**config.mk**
```make
export PLATFORM = sky130hd
export DESIGN_NAME = i2c_byte_tx
export DESIGN_NICKNAME = d
export VERILOG_FILES = /design/src/rtl/i2c_byte_tx.sv
export SDC_FILE = /design/constraint.sdc
export NUM_CORES = 1
export LEC_CHECK = 0
export BUFFER_PORTS_ARGS = -buffer_cell sky130_fd_sc_hd__buf_2
export CAP_MARGIN = 20
export CORE_ASPECT_RATIO = 0.7
export CORE_MARGIN = 2
export CORE_UTILIZATION = 48
export CTS_BUF_LIST = sky130_fd_sc_hd__clkbuf_4 sky130_fd_sc_hd__clkbuf_8 sky130_fd_sc_hd__clkbuf_16
export DETAILED_ROUTE_END_ITERATION = 6
export PLACE_DENSITY = 0.67
export SYNTH_ARGS = -nofsm -noshare
export SYNTH_HDL_FRONTEND = slang
export SYNTH_SLANG_ARGS = --single-unit
```
**constraint.sdc**
```tcl
create_clock -name clk -period 3.4 [get_ports clk]
set_input_delay 0.85 -clock clk [delete_from_list [all_inputs] [get_ports clk]]
set_output_delay 0.85 -clock clk [all_outputs]
set_load 0.03 [all_outputs]
```
**src/rtl/i2c_byte_tx.sv**
```systemverilog
// Write-only I2C master: START, {ADDR,W}, ACK, data byte, ACK, STOP.
// Drives open-drain SCL/SDA from registered outputs, quarter-bit timed.
module i2c_byte_tx #(
  parameter int         CLK_HZ = 100_000_000,
  parameter int         SCL_HZ = 100_000,
  parameter logic [6:0] ADDR   = 7'h27
) (
  input  logic       clk,
  input  logic       rst,
  input  logic       start,
  input  logic [7:0] data,
  output logic       busy,
  output logic       done,
  output logic       ack_err,
  output logic       scl_out,
  output logic       sda_out,
  input  logic       sda_in
);

  localparam int         Q         = CLK_HZ / (4 * SCL_HZ);
  localparam int         QW        = (Q > 1) ? $clog2(Q) : 1;
  localparam logic [QW-1:0] QMAX   = QW'(Q - 1);
  localparam logic [7:0] ADDR_BYTE = {ADDR, 1'b0};

  generate
    if (Q < 1) begin : g_q_check
      $error("i2c_byte_tx: CLK_HZ must be at least 4*SCL_HZ");
    end
  endgenerate

  typedef enum logic [2:0] {
    S_IDLE,
    S_START,
    S_ADDR,
    S_AACK,
    S_DATA,
    S_DACK,
    S_STOP
  } state_t;

  state_t        state, state_n;
  logic [QW-1:0] qcnt, qcnt_n;
  logic [1:0]    phase, phase_n;
  logic [2:0]    bit_cnt, bit_cnt_n;
  logic [7:0]    data_q;
  logic          accept, tick, ack_sample, nack;
  logic          scl_n, sda_n, done_n;

  assign accept     = start && (state == S_IDLE);
  assign tick       = (state != S_IDLE) && (qcnt == QMAX);
  assign ack_sample = ((state == S_AACK) || (state == S_DACK)) &&
                      (phase == 2'd3) && (qcnt == '0);
  // With Q=1 the sample cycle is also the slot's last tick, so fold in sda_in.
  assign nack       = ack_err || (ack_sample && sda_in);

  always_comb begin
    state_n   = state;
    qcnt_n    = qcnt;
    phase_n   = phase;
    bit_cnt_n = bit_cnt;
    done_n    = 1'b0;
    if (state == S_IDLE) begin
      qcnt_n    = '0;
      phase_n   = 2'd0;
      bit_cnt_n = 3'd0;
      if (accept) state_n = S_START;
    end else if (tick) begin
      qcnt_n  = '0;
      phase_n = phase + 2'd1;
      if (phase == 2'd3) begin
        case (state)
          S_START: state_n = S_ADDR;
          S_ADDR: begin
            bit_cnt_n = bit_cnt + 3'd1;
            if (bit_cnt == 3'd7) state_n = S_AACK;
          end
          S_AACK:  state_n = nack ? S_STOP : S_DATA;
          S_DATA: begin
            bit_cnt_n = bit_cnt + 3'd1;
            if (bit_cnt == 3'd7) state_n = S_DACK;
          end
          S_DACK:  state_n = S_STOP;
          S_STOP: begin
            state_n = S_IDLE;
            done_n  = 1'b1;
          end
          default: state_n = S_IDLE;
        endcase
      end
    end else begin
      qcnt_n = qcnt + 1'b1;
    end
  end

  // Pin levels are decoded from the next phase so the registered outputs line up with it.
  always_comb begin
    scl_n = 1'b1;
    sda_n = 1'b1;
    case (state_n)
      S_START: begin
        scl_n = ~phase_n[1];
        sda_n = 1'b0;
      end
      S_ADDR: begin
        scl_n = phase_n[1];
        sda_n = ADDR_BYTE[3'd7 - bit_cnt_n];
      end
      S_DATA: begin
        scl_n = phase_n[1];
        sda_n = data_q[3'd7 - bit_cnt_n];
      end
      S_AACK, S_DACK: begin
        scl_n = phase_n[1];
        sda_n = 1'b1;
      end
      S_STOP: begin
        scl_n = (phase_n != 2'd0);
        sda_n = phase_n[1];
      end
      default: begin
        scl_n = 1'b1;
        sda_n = 1'b1;
      end
    endcase
  end

  always_ff @(posedge clk) begin
    if (rst) begin
      state   <= S_IDLE;
      qcnt    <= '0;
      phase   <= 2'd0;
      bit_cnt <= 3'd0;
      data_q  <= 8'h00;
      busy    <= 1'b0;
      done    <= 1'b0;
      ack_err <= 1'b0;
      scl_out <= 1'b1;
      sda_out <= 1'b1;
    end else begin
      state   <= state_n;
      qcnt    <= qcnt_n;
      phase   <= phase_n;
      bit_cnt <= bit_cnt_n;
      busy    <= (state_n != S_IDLE);
      done    <= done_n;
      scl_out <= scl_n;
      sda_out <= sda_n;
      if (accept) begin
        data_q  <= data;
        ack_err <= 1'b0;
      end else if (ack_sample && sda_in) begin
        ack_err <= 1'b1;
      end
    end
  end

endmodule

```
==> Word-level counts from Yosys, hierarchy flattened <==
Memory sizes are Yosys's and may differ from the RTL's.
Index checks and enable logic that the tools add are counted.
{ "classes": {"addsub": 4, "order_cmp": 1, "n_eq_ne": 15, "n_mux": 20, "bitwise_logic": 3, "n_reduce_logical": 17} }
{ "op_table": {"columns": ["operator", "count"], "rows": [
  ["$mux 3", 10],
  ["$eq 3x3->1 const B", 7],
  ["$pmux 3 s5", 1],
  ["$eq 3x2->1 const B", 4],
  ["$add 8x1->8 const B", 1],
  ["$eq 8x8->1 const B", 1],
  ["$logic_not 8->1", 1],
  ["$reduce_or 4->1", 2],
  ["$eq 3x1->1 const B", 2],
  ["$mux 2", 3],
  ["$reduce_bool 3->1", 2],
  ["$logic_and 1x1->1", 5],
  ["$lt 3x4->1 const B", 1],
  ["$pmux 1 s4", 1],
  ["$reduce_or 2->1", 2],
  ["$add 3x1->3 const B", 1],
  ["$bmux 1 s3", 1],
  ["$logic_not 3->1", 1],
  ["$mux 1", 3],
  ["$not 1->1", 3],
  ["$pmux 1 s3", 1],
  ["$reduce_or 3->1", 1],
  ["$sub 3x3->3 const A", 1],
  ["$add 2x1->2 const B", 1],
  ["other kinds (3)", 4]
]} }
{ "word_totals": {"regBits": 29, "rom_bits": 8, "inputBits": 12, "output_inout_bits": 5, "wordCells": 71, "memories": 1} }
{ "mem_list": {"columns": ["memory", "words", "width", "read_ports", "rd_clocked_by_memory_dff", "wr", "line", "rtl"], "rows": [
  ["(name not given)", 8, 1, 1, 0, 0, "106", "sda_n = ADDR_BYTE[3'd7 - bit_cnt_n];"]
]} }

==> Longest topological paths before layout <==
Gate-level depths: netlist (run 1).
{ "depth": {"ltp_word": 14, "depth_mapped": 10, "depth_no_buf": 9} }

==> Least setup slack after synthesis (run 1) <==
No wires, ideal clock.
{ "synth_timing": {"path_kind": "input to register", "startpoint": "input sda_in", "endpoint": "register sda_out", "setup_ps": 122, "arrival_ps": 2288, "t_required_ps": 3278, "slack_ps": 990, "stages": 7, "path_buffers": 0, "path_cell_list": "nor4bb_1 a41oi_1 a211o_1 a31o_2 a21boi_0 a221oi_2 o21ai_1"} }
{ "synth_via": {"elab_chain_len": 9, "elab_cells_between_ends": 12, "cone_classes": "4 x eq/ne; 6 x mux; 2 x reduce/logical"} }
{ "synth_lines": {"columns": ["item", "line", "rtl"], "rows": [
  ["start, declared", "17", "input logic sda_in"],
  ["$logic_and 1x1->1 *", "54", "assign nack = ack_err || (ack_sample && sda_in);"],
  ["$logic_or 1x1->1 *", "54", null],
  ["$mux 2 *", "77", "S_AACK: state_n = nack ? S_STOP : S_DATA;"],
  ["$pmux 3 s5 *", "71", "case (state)"],
  ["$mux 3 *", "70", "if (phase == 2'd3) begin"],
  ["$mux 3 *", "67", "end else if (tick) begin"],
  ["$mux 3 *", "62", "if (state == S_IDLE) begin"],
  ["$eq 3x3->1 (tied with other cells)", "99", "case (state_n)"],
  ["$pmux 1 s4 *", "99", null],
  ["end signal, assigned", "147", "sda_out <= sda_n;"],
  ["end, declared", "16", "output logic sda_out,"]
]} }
Mark *: on every way between the ends. The rest lies on a longest branch, timed or not.
A chain may end at the register's enable or synchronous reset.

==> Final worst setup path (run 1) <==
{ "layout_timing": {"startpoint": "register qcnt[0]", "endpoint": "register scl_out"} }
{ "layout_via": {"elab_chain_len": 12, "elab_cells_between_ends": 23, "cone_classes": "7 x eq/ne; 8 x mux; 1 x bitwise; 7 x reduce/logical"} }
{ "layout_lines": {"columns": ["item", "line", "rtl"], "rows": [
  ["start, declared", "42", "logic [QW-1:0] qcnt, qcnt_n;"],
  ["start signal, assigned", "141", "qcnt <= qcnt_n;"],
  ["$logic_not 8->1", "52", "(phase == 2'd3) && (qcnt == '0);"],
  ["$logic_and 1x1->1", "52", null],
  ["$logic_and 1x1->1", "54", null],
  ["$logic_or 1x1->1", "54", null],
  ["$mux 2", "77", null],
  ["$pmux 3 s5", "71", null],
  ["$mux 3", "70", null],
  ["$mux 3", "67", null],
  ["$mux 3", "62", null],
  ["$eq 3x3->1 / $eq 3x2->1 (equally long branches)", "99", null],
  ["$reduce_or 4->1 (no source line)", null, null],
  ["$pmux 1 s3 *", "99", null],
  ["end signal, assigned", "146", "scl_out <= scl_n;"],
  ["end, declared", "15", "output logic scl_out,"]
]} }
Marks and branches as above.

==> results of run 1 <==
## cells in the mapped netlist (2+ instances only)
| cell type | count |
|---|---|
| a211oi_1 | 3 |
| dfxtp_1 | 29 |
| a221oi_2 | 2 |
| ha_1 | 7 |
| nand3_1 | 4 |
| xnor2_1 | 5 |
| inv_1 | 9 |
| mux2i_1 | 5 |
| nor2b_1 | 4 |
| a21oi_1 | 13 |
| nor2_1 | 22 |
| nand4b_1 | 2 |
| a21o_1 | 3 |
| clkbuf_1 | 5 |
| o211ai_1 | 2 |
| nor3_1 | 7 |
| nand2_1 | 24 |
| a31oi_1 | 2 |
| xor2_1 | 5 |
| or2_2 | 5 |
| buf_2 | 2 |
## stage by stage
step                setup slack (ns)  util (%)  power [W]
floorplan                      0.990         -   0.000403
global placement               0.830      53.2   0.000421
detailed placement             0.772      53.2   0.000423
CTS                            0.811      56.1   0.000705
global route                   0.650      56.1   0.000730
finish                         0.791      56.1   0.000697
## cell families (layout without fill, tap and decap cells)
logic type               after synthesis  after routing  synth area share (%)
AND/OR/NAND/NOR                       78             78                  25.2
AO/OA/AOI/OAI                         35             35                  15.8
buffers and inverters                 17             33                  4.71
XOR/XNOR                              10             10                  5.59
flip-flops                            29             29                  37.0
adder cells (fa/ha/maj)                7              7                  5.59
multiplexers                           7              7                  6.07
## final cells by class
type	instances	area (um2)
clock buffer	7	90.1
multi-input combinational	137	913
inverter	9	33.8
timing repair buffer	17	87.6
sequential	29	581
fill	297	1370
tap	38	47.5
## power by group through the flow
stage | Sequential (W) | Clock (W) | Combinational (W)
2_1_floorplan | 0.000366 | 0 | 0.0000373
3_3_place_gp | 0.000365 | 0 | 0.0000559
3_5_place_dp | 0.000366 | 0 | 0.0000575
4_1_cts | 0.000358 | 0.000289 | 0.0000577
5_1_grt | 0.000359 | 0.000306 | 0.0000647
6_report | 0.000359 | 0.000281 | 0.0000579
## placed cells by master, fill, tap and decap left out, types with 6 or more instances in the layout
| cell | n |
|---|---|
| nand2_1 | 24 |
| a21oi_1 | 13 |
| inv_1 | 9 |
| dfxtp_1 | 29 |
| nor3_1 | 7 |
| ha_1 | 7 |
| clkbuf_8 | 6 |
| buf_2 | 16 |
| nor2_1 | 22 |
## layer usage
layer | up-vias | wire (um) | track usage (%)
met3 | 6 | 132 | 5.23
met5 | - | 0 | 0
met2 | 23 | 1350 | 26.0
met1 | 613 | 1710 | 27.3
li1 | 666 | - | -
met4 | 0 | 31 | 6.60
## registers in the layout (all words and copies together), names as in the netlist
register / flops
sda_out: 1
data_q: 8
state: 3
qcnt: 8
busy: 1
scl_out: 1
bit_cnt: 3
phase: 2
done: 1
ack_err: 1
## worst paths after layout
kind | endpoint
max | scl_out
min | data_q[3]
max reg2reg | scl_out
min reg2reg | data_q[3]
## worst min-delay path: cells and delay by family (launching register included)
kind	cells	cell delay (ns)
flip-flops	1	0.31
AO/OA/AOI/OAI	1	0.05
AND/OR/NAND/NOR	1	0.05
==> reports/qor.yml, run 1 <==
outcome:
  outcome: "complete, no violations"
clock_tree:
  cts_resized: 0
  cts_sinks: 29
  cts_buffers: 5
  clk_latency_ns: 0.27
  clk_pin_slew_ns: 0.06
  clk_path_buf_depth: 2
  cts-root-buf: "clkbuf_8"
  cts_tree: "yes"
  postCtsSetupBuffers: 0
  cts.htree.levels: 2
  ctsHoldBuffers: 0
setup_path:
  crit_buf_inv: 0
  start_kind: "flop"
  r2r_start: "qcnt[0]"
  crit_chain: "ha_1, nand4b_1, or2_2, a32o_1, a221oi_2, o211a_1, o21ai_0, a21o_1"
  crit_type: "reg2reg"
  cp-end-kind: "flop"
  slowest_stage: "a221oi_2"
  r2r_cells: 8
  arrival_ns: 2.77
  path_depth: 8
  path_delay_family: "compound AO/OA/AOI/OAI gates"
  startpoint: "qcnt[0]"
  critPathMaxStageDelay_ns: 0.52
  cp_max_fo: 10
  r2r_slack_ns: 0.79
  critPathRequiredTime_ns: 3.56
power_and_ir_drop:
  combPwrFrac_pct: 8.3
  p_leak_nw: 0.734
  p_clk_share_pct: 40.3
  ir_drop_uv: 261
  seq_power_share_pct: 51.4
  p_per_area_mw_per_mm2: 398
  p_int_w: 0.000540
  p_sw_w: 0.000157
  p_sw_share_pct: 22.6
sta:
  setup_tns_ns: 0
  relSlewSlack_pct: 55.3
  hold_violations: 0
  period_minus_slack_ns: 2.61
  period_share_pct: 76.7
  max_freq_ghz: 0.383
  skew_ns: 0.00376
  whs_ns: 0.470
  worstMarginPinSlew_ns: 0.671
  setup_viol: 0
  rsz0062_at_grt: "false"
  slew_viol_final: 0
synth:
  synth_area_leader_cell: "dfxtp_1"
  avgSynthCellArea_um2: 8.57
  synth_top_area_share_pct: 37.0
  synth_area_leaders: "dfxtp_1, nand2_1, ha_1"
  synth.distinct_cells: 44
  syn-cell-area_mm2: 0.00157
  synth-main-ff-cell: "dfxtp_1"
  syn_nets: 202
  ys_seq_area_share_pct: 37.0
  synth_cells: 183
  yosysWarningCount: 0
  synth_edf_count: 0
  synth-seq-cells: 29
  async_reset_ff_share_pct: 0
min_path:
  hold_depth: 2
  hold_start: "data_q[3]"
  hold_path_class: "reg2reg"
drt:
  drtPass1Iterations: 4
  wl_mm: 3.22
  drt_iter0_markers: 71
  antenna_left: 0
  drcViolationCount: 0
  num_vias: 1308
  viasPerCell: 5.52
  wl_per_cell_um: 13.6
floorplan:
  dieArea_mm2: 0.00375
  die_y_um: 51.8
  ioPinCount: 17
  die_w_um: 72.3
  fp-row-count: 17
  initial_core_util_pct: 50.1
  core_mm2: 0.00313
global_routing:
  grt_max_degree: 19
  grt_use_total_pct: 18.7
  grt_pass1_wl_mm: 5.20
  first_global_vias: 1143
  grt_antenna_before_repair: 0
  overflow: 0
placement:
  io_buffer_count: 16
  dp_cells: 230
  dp_hpwl_mm: 2.43
  place.gp.congestion: 0.792
  place_area_mm2: 0.00166
job:
  max_cap_violations: 0
cells_and_area:
  nNetsFinal: 218
  final_area_mm2: 0.00175
  layout-drive-gt1-share_pct: 18.6
  syn_to_final_growth_pct: 11.8
  antenna_cells: 0
  fin_cells: 237
No activity file was read; power rests on OpenSTA's default activity.
==> run 2: changes to the inputs <==
- clock period: 3.4 -> 2.7 ns (I/O delays scaled with it)
==> reports/qor.yml, run 2 (same netlist as run 1, synthesis figures left out) <==
clock_tree:
  cts_tree: "yes"
  cts_buffers: 5
  cts-root-buf: "clkbuf_8"
  clk_pin_slew_ns: 0.07
  cts.htree.levels: 2
  cts_sinks: 29
  clk_path_buf_depth: 2
  cts_resized: 0
  clk_latency_ns: 0.29
  postCtsSetupBuffers: 0
  ctsHoldBuffers: 0
placement:
  io_buffer_count: 16
  place.gp.congestion: 0.826
  dp_hpwl_mm: 2.57
  place_ws_ns: 0.249
setup_path:
  r2r_start: "qcnt[0]"
  crit_type: "reg2reg"
  cp_max_fo: 6
  timing.rr.end: "sda_out"
  r2r_cells: 7
  arrival_ns: 2.66
  critPathRequiredTime_ns: 2.88
  r2r_slack_ns: 0.22
  start_kind: "flop"
  cp-end-kind: "flop"
cells_and_area:
  layout-drive-gt1-share_pct: 20.2
  most-common-layout-cells: "dfxtp_1, nand2_1, nor2_1, buf_2, a21oi_1"
  nNetsFinal: 221
  antenna_cells: 0
  layout_commonest_cell: "dfxtp_1"
  syn_to_final_growth_pct: 15.2
  largestRegisters: "data_q x8, qcnt x8"
drt:
  wl_per_cell_um: 15.0
  wl_mm: 3.61
  antenna_left: 0
  drtPass1Iterations: 4
  viasPerCell: 5.51
  drcViolationCount: 0
  num_vias: 1329
  drt_iter0_markers: 117
floorplan:
  fp-row-count: 17
  ioPinCount: 17
  dieArea_mm2: 0.00375
  core_mm2: 0.00313
  die_w_um: 72.3
  initial_core_util_pct: 50.1
  die_y_um: 51.8
global_routing:
  first_global_vias: 1243
  grt_antenna_before_repair: 0
  grt_max_degree: 19
  overflow: 0
  grt_pass1_wl_mm: 5.95
  grt_use_total_pct: 21.4
sta:
  setup_viol: 0
  hold_violations: 0
  setup_tns_ns: 0
  slew_viol_final: 0
  skew_ns: 0.00520
  period_share_pct: 91.7
  worstMarginPinSlew_ns: 0.425
  relSlewSlack_pct: 71.4
  rsz0062_at_grt: "false"
  max_freq_ghz: 0.404
  period_minus_slack_ns: 2.48
  whs_ns: 0.475
  setup_ws_ns: 0.223
power_and_ir_drop:
  combPwrFrac_pct: 7.5
  p_int_w: 0.000769
  p_per_area_mw_per_mm2: 558
  seq_power_share_pct: 44.8
  p_clk_share_pct: 47.7
  p_leak_nw: 0.759
  p_sw_share_pct: 23.6
  p_sw_w: 0.000238
  ir_drop_uv: 340
min_path:
  hold_start: "data_q[2]"
  hold_depth: 2
  hold_path_class: "reg2reg"
  whs_endpoint: "data_q[2]"
outcome:
  outcome: "complete, no violations"
job:
  max_cap_violations: 0
[run 2: worst max-delay path, cell delays in order, from the launching register on]
cell and delay (ns):
dfxtp_1 0.41, ha_1 0.20, nand4b_1 0.24, or4_4 0.56
mux4_2 0.47, a21o_1 0.20, a221oi_2 0.22, o21ai_1 0.07
[run 2: worst max path at each step]
stage                     startpoint       to  depth (start not counted)
after floorplan              qcnt[0]  sda_out                          8
after global placement        sda_in  sda_out                          8
after detailed placement     qcnt[0]  sda_out                          7
after CTS                    qcnt[0]  sda_out                          7
after global routing         qcnt[0]  sda_out                          7
final                        qcnt[0]  sda_out                          7
[run 2: cell type report]
type / instances / area [um2]
fill: 292 / 1320
multi-input combinational: 137 / 913
sequential: 29 / 581
timing repair buffer: 20 / 110
clock buffer: 6 / 82.6
tap: 38 / 47.5
clock inverter: 2 / 37.5
inverter: 9 / 33.8
[run 2: metal layers]
| metal | share of wire, % | GRT usage, % | wire [um] |
|---|---|---|---|
| met1 | 51 | 30.1 | 1840 |
| met4 | 1.4 | 9.43 | 50 |
| met3 | 4.8 | 5.23 | 173 |
| met2 | 43 | 31.0 | 1540 |
| met5 | 0 | 0 | 0 |
[run 2: per-stage QoR]
stage / total power (W) / utilization, % / instance area, um2 / instances
after floorplan: 0.000508 / - / 1570 / 183
after global placement: 0.000531 / 53.9 / 1690 / 233
after detailed placement: 0.000534 / 53.9 / 1690 / 233
after CTS: 0.00101 / 57.7 / 1810 / 241
after global routing: 0.00104 / 57.7 / 1810 / 241
final: 0.00101 / 57.7 / 1810 / 241
[run 2: power by group through the flow]
| stage | Clock [W] | Sequential, W | Combinational, W |
|---|---|---|---|
| floorplan | 0 | 0.000461 | 0.0000469 |
| global placement | 0 | 0.000459 | 0.0000718 |
| detailed placement | 0 | 0.000460 | 0.0000740 |
| CTS | 0.000482 | 0.000451 | 0.0000750 |
| global route | 0.000502 | 0.000452 | 0.0000833 |
| finish | 0.000480 | 0.000451 | 0.0000755 |
==> run 3: changes to the inputs <==
- CORE_UTILIZATION: 48 -> 35
- PLACE_DENSITY: 0.67 -> unset
==> reports/qor.yml, run 3 (same netlist as run 1, synthesis figures left out) <==
setup_path:
  r2r_start: "qcnt[0]"
  arrival_ns: 2.64
  r2r_cells: 7
  cp_max_fo: 6
  crit_buf_inv: 0
  crit_chain: "ha_1, nand4b_1, or4_4, mux4_2, a21o_1, a221oi_2, o21ai_1"
  cp-end-kind: "flop"
  start_kind: "flop"
  critPathRequiredTime_ns: 2.88
  crit_type: "reg2reg"
  r2r_slack_ns: 0.24
  critPathMaxStageDelay_ns: 0.56
  path_delay_family: "simple AND/OR/NAND/NOR gates"
  slowest_stage: "or4_4"
  timing.rr.end: "sda_out"
cells_and_area:
  antenna_cells: 0
  largestRegisters: "data_q x8, qcnt x8"
  fin_util_pct: 42.0
  layout-drive-gt1-share_pct: 19.8
  layout_commonest_cell: "dfxtp_1"
  syn_to_final_growth_pct: 16.0
  most-common-layout-cells: "dfxtp_1, nand2_1, nor2_1, buf_2, a21oi_1"
  nNetsFinal: 220
min_path:
  hold_start: "data_q[7]"
  whs_endpoint: "data_q[7]"
  hold_path_class: "reg2reg"
  hold_depth: 2
floorplan:
  core_mm2: 0.00433
  ioPinCount: 17
  die_w_um: 84.0
  die_y_um: 60.0
  initial_core_util_pct: 36.2
  dieArea_mm2: 0.00504
  fp-row-count: 20
global_routing:
  grt_use_total_pct: 14.8
  grt_max_degree: 19
  overflow: 0
  first_global_vias: 1169
  grt_pass1_wl_mm: 5.57
  grt_antenna_before_repair: 0
clock_tree:
  ctsHoldBuffers: 0
  clk_path_buf_depth: 2
  cts.htree.levels: 2
  cts_resized: 0
  cts_buffers: 5
  clk_pin_slew_ns: 0.07
  cts-root-buf: "clkbuf_8"
  cts_tree: "yes"
  clk_latency_ns: 0.29
  postCtsSetupBuffers: 0
  cts_sinks: 29
drt:
  wl_per_cell_um: 12.8
  drcViolationCount: 0
  drtPass1Iterations: 4
  drt_iter0_markers: 121
  num_vias: 1279
  antenna_left: 0
  viasPerCell: 4.98
  wl_mm: 3.28
power_and_ir_drop:
  p_int_w: 0.000779
  p_clk_share_pct: 48.0
  p_sw_share_pct: 22.4
  p_per_area_mw_per_mm2: 551
  seq_power_share_pct: 44.9
  p_leak_nw: 0.758
  combPwrFrac_pct: 7.1
  ir_drop_uv: 219
  p_sw_w: 0.000224
sta:
  rsz0062_at_grt: "false"
  worstMarginPinSlew_ns: 0.495
  relSlewSlack_pct: 67.0
  skew_ns: 0.00768
  setup_tns_ns: 0
  period_share_pct: 91.2
  max_freq_ghz: 0.406
  slew_viol_final: 0
  setup_viol: 0
  hold_violations: 0
  period_minus_slack_ns: 2.46
outcome:
  outcome: "complete, no violations"
placement:
  place.gp.congestion: 0.794
  dp_hpwl_mm: 2.41
  io_buffer_count: 16
job:
  max_cap_violations: 0
run 3: layer usage:
| metal | vias to the layer above | wire length [um] | track usage, % |
|---|---|---|---|
| li1 | 674 | - | - |
| met4 | 0 | 74 | 8.99 |
| met2 | 26 | 1210 | 19.5 |
| met5 | - | 0 | 0 |
| met3 | 7 | 152 | 4.28 |
| met1 | 572 | 1850 | 21.0 |
run 3: worst max path at each step:
| stage | startpoint | to | slack, ns | cells past startpoint |
|---|---|---|---|---|
| 6_report | qcnt[0] | sda_out | 0.24 | 7 |
| 5_1_grt | qcnt[0] | sda_out | 0.11 | 7 |
| 3_5_place_dp | qcnt[0] | sda_out | 0.24 | 7 |
| 2_1_floorplan | qcnt[0] | sda_out | 0.39 | 8 |
| 4_1_cts | qcnt[0] | sda_out | 0.24 | 7 |
| 3_3_place_gp | sda_in | sda_out | 0.29 | 8 |
run 3: cell type report:
class | instances | area (um2)
fillers | 443 | 2510
repair buffers | 19 | 103
inverters | 9 | 33.8
flip-flops and latches | 29 | 581
clock buffers | 7 | 90.1
multi-input cells | 137 | 913
clock inverters | 1 | 30.0
well taps | 55 | 68.8
run 3: worst min-delay path, stage by stage, from the launching register on:
cell and delay (ns):
dfxtp_1 0.31, nand2_1 0.05, a21oi_1 0.05
run 3: metrics by stage:
| step | cell area, um2 | setup WS [ns] | hold WS [ns] | instances | power [W] |
|---|---|---|---|---|---|
| finish | 1820 | 0.239 | 0.459 | 257 | 0.00100 |
| global route | 1820 | 0.109 | 0.487 | 257 | 0.00104 |
| CTS | 1820 | 0.242 | 0.464 | 257 | 0.00102 |
| detailed placement | 1700 | 0.243 | 0.453 | 249 | 0.000531 |
| global placement | 1700 | 0.293 | 0.448 | 249 | 0.000532 |
| floorplan | 1570 | 0.394 | 0.436 | 183 | 0.000508 |
run 3: power by group through the flow:
stage | combinational, W | sequential (W) | clock, W
after global routing | 0.0000799 | 0.000453 | 0.000512
final | 0.0000713 | 0.000451 | 0.000481
after detailed placement | 0.0000711 | 0.000460 | 0
after CTS | 0.0000716 | 0.000451 | 0.000494
after global placement | 0.0000718 | 0.000460 | 0
after floorplan | 0.0000469 | 0.000461 | 0
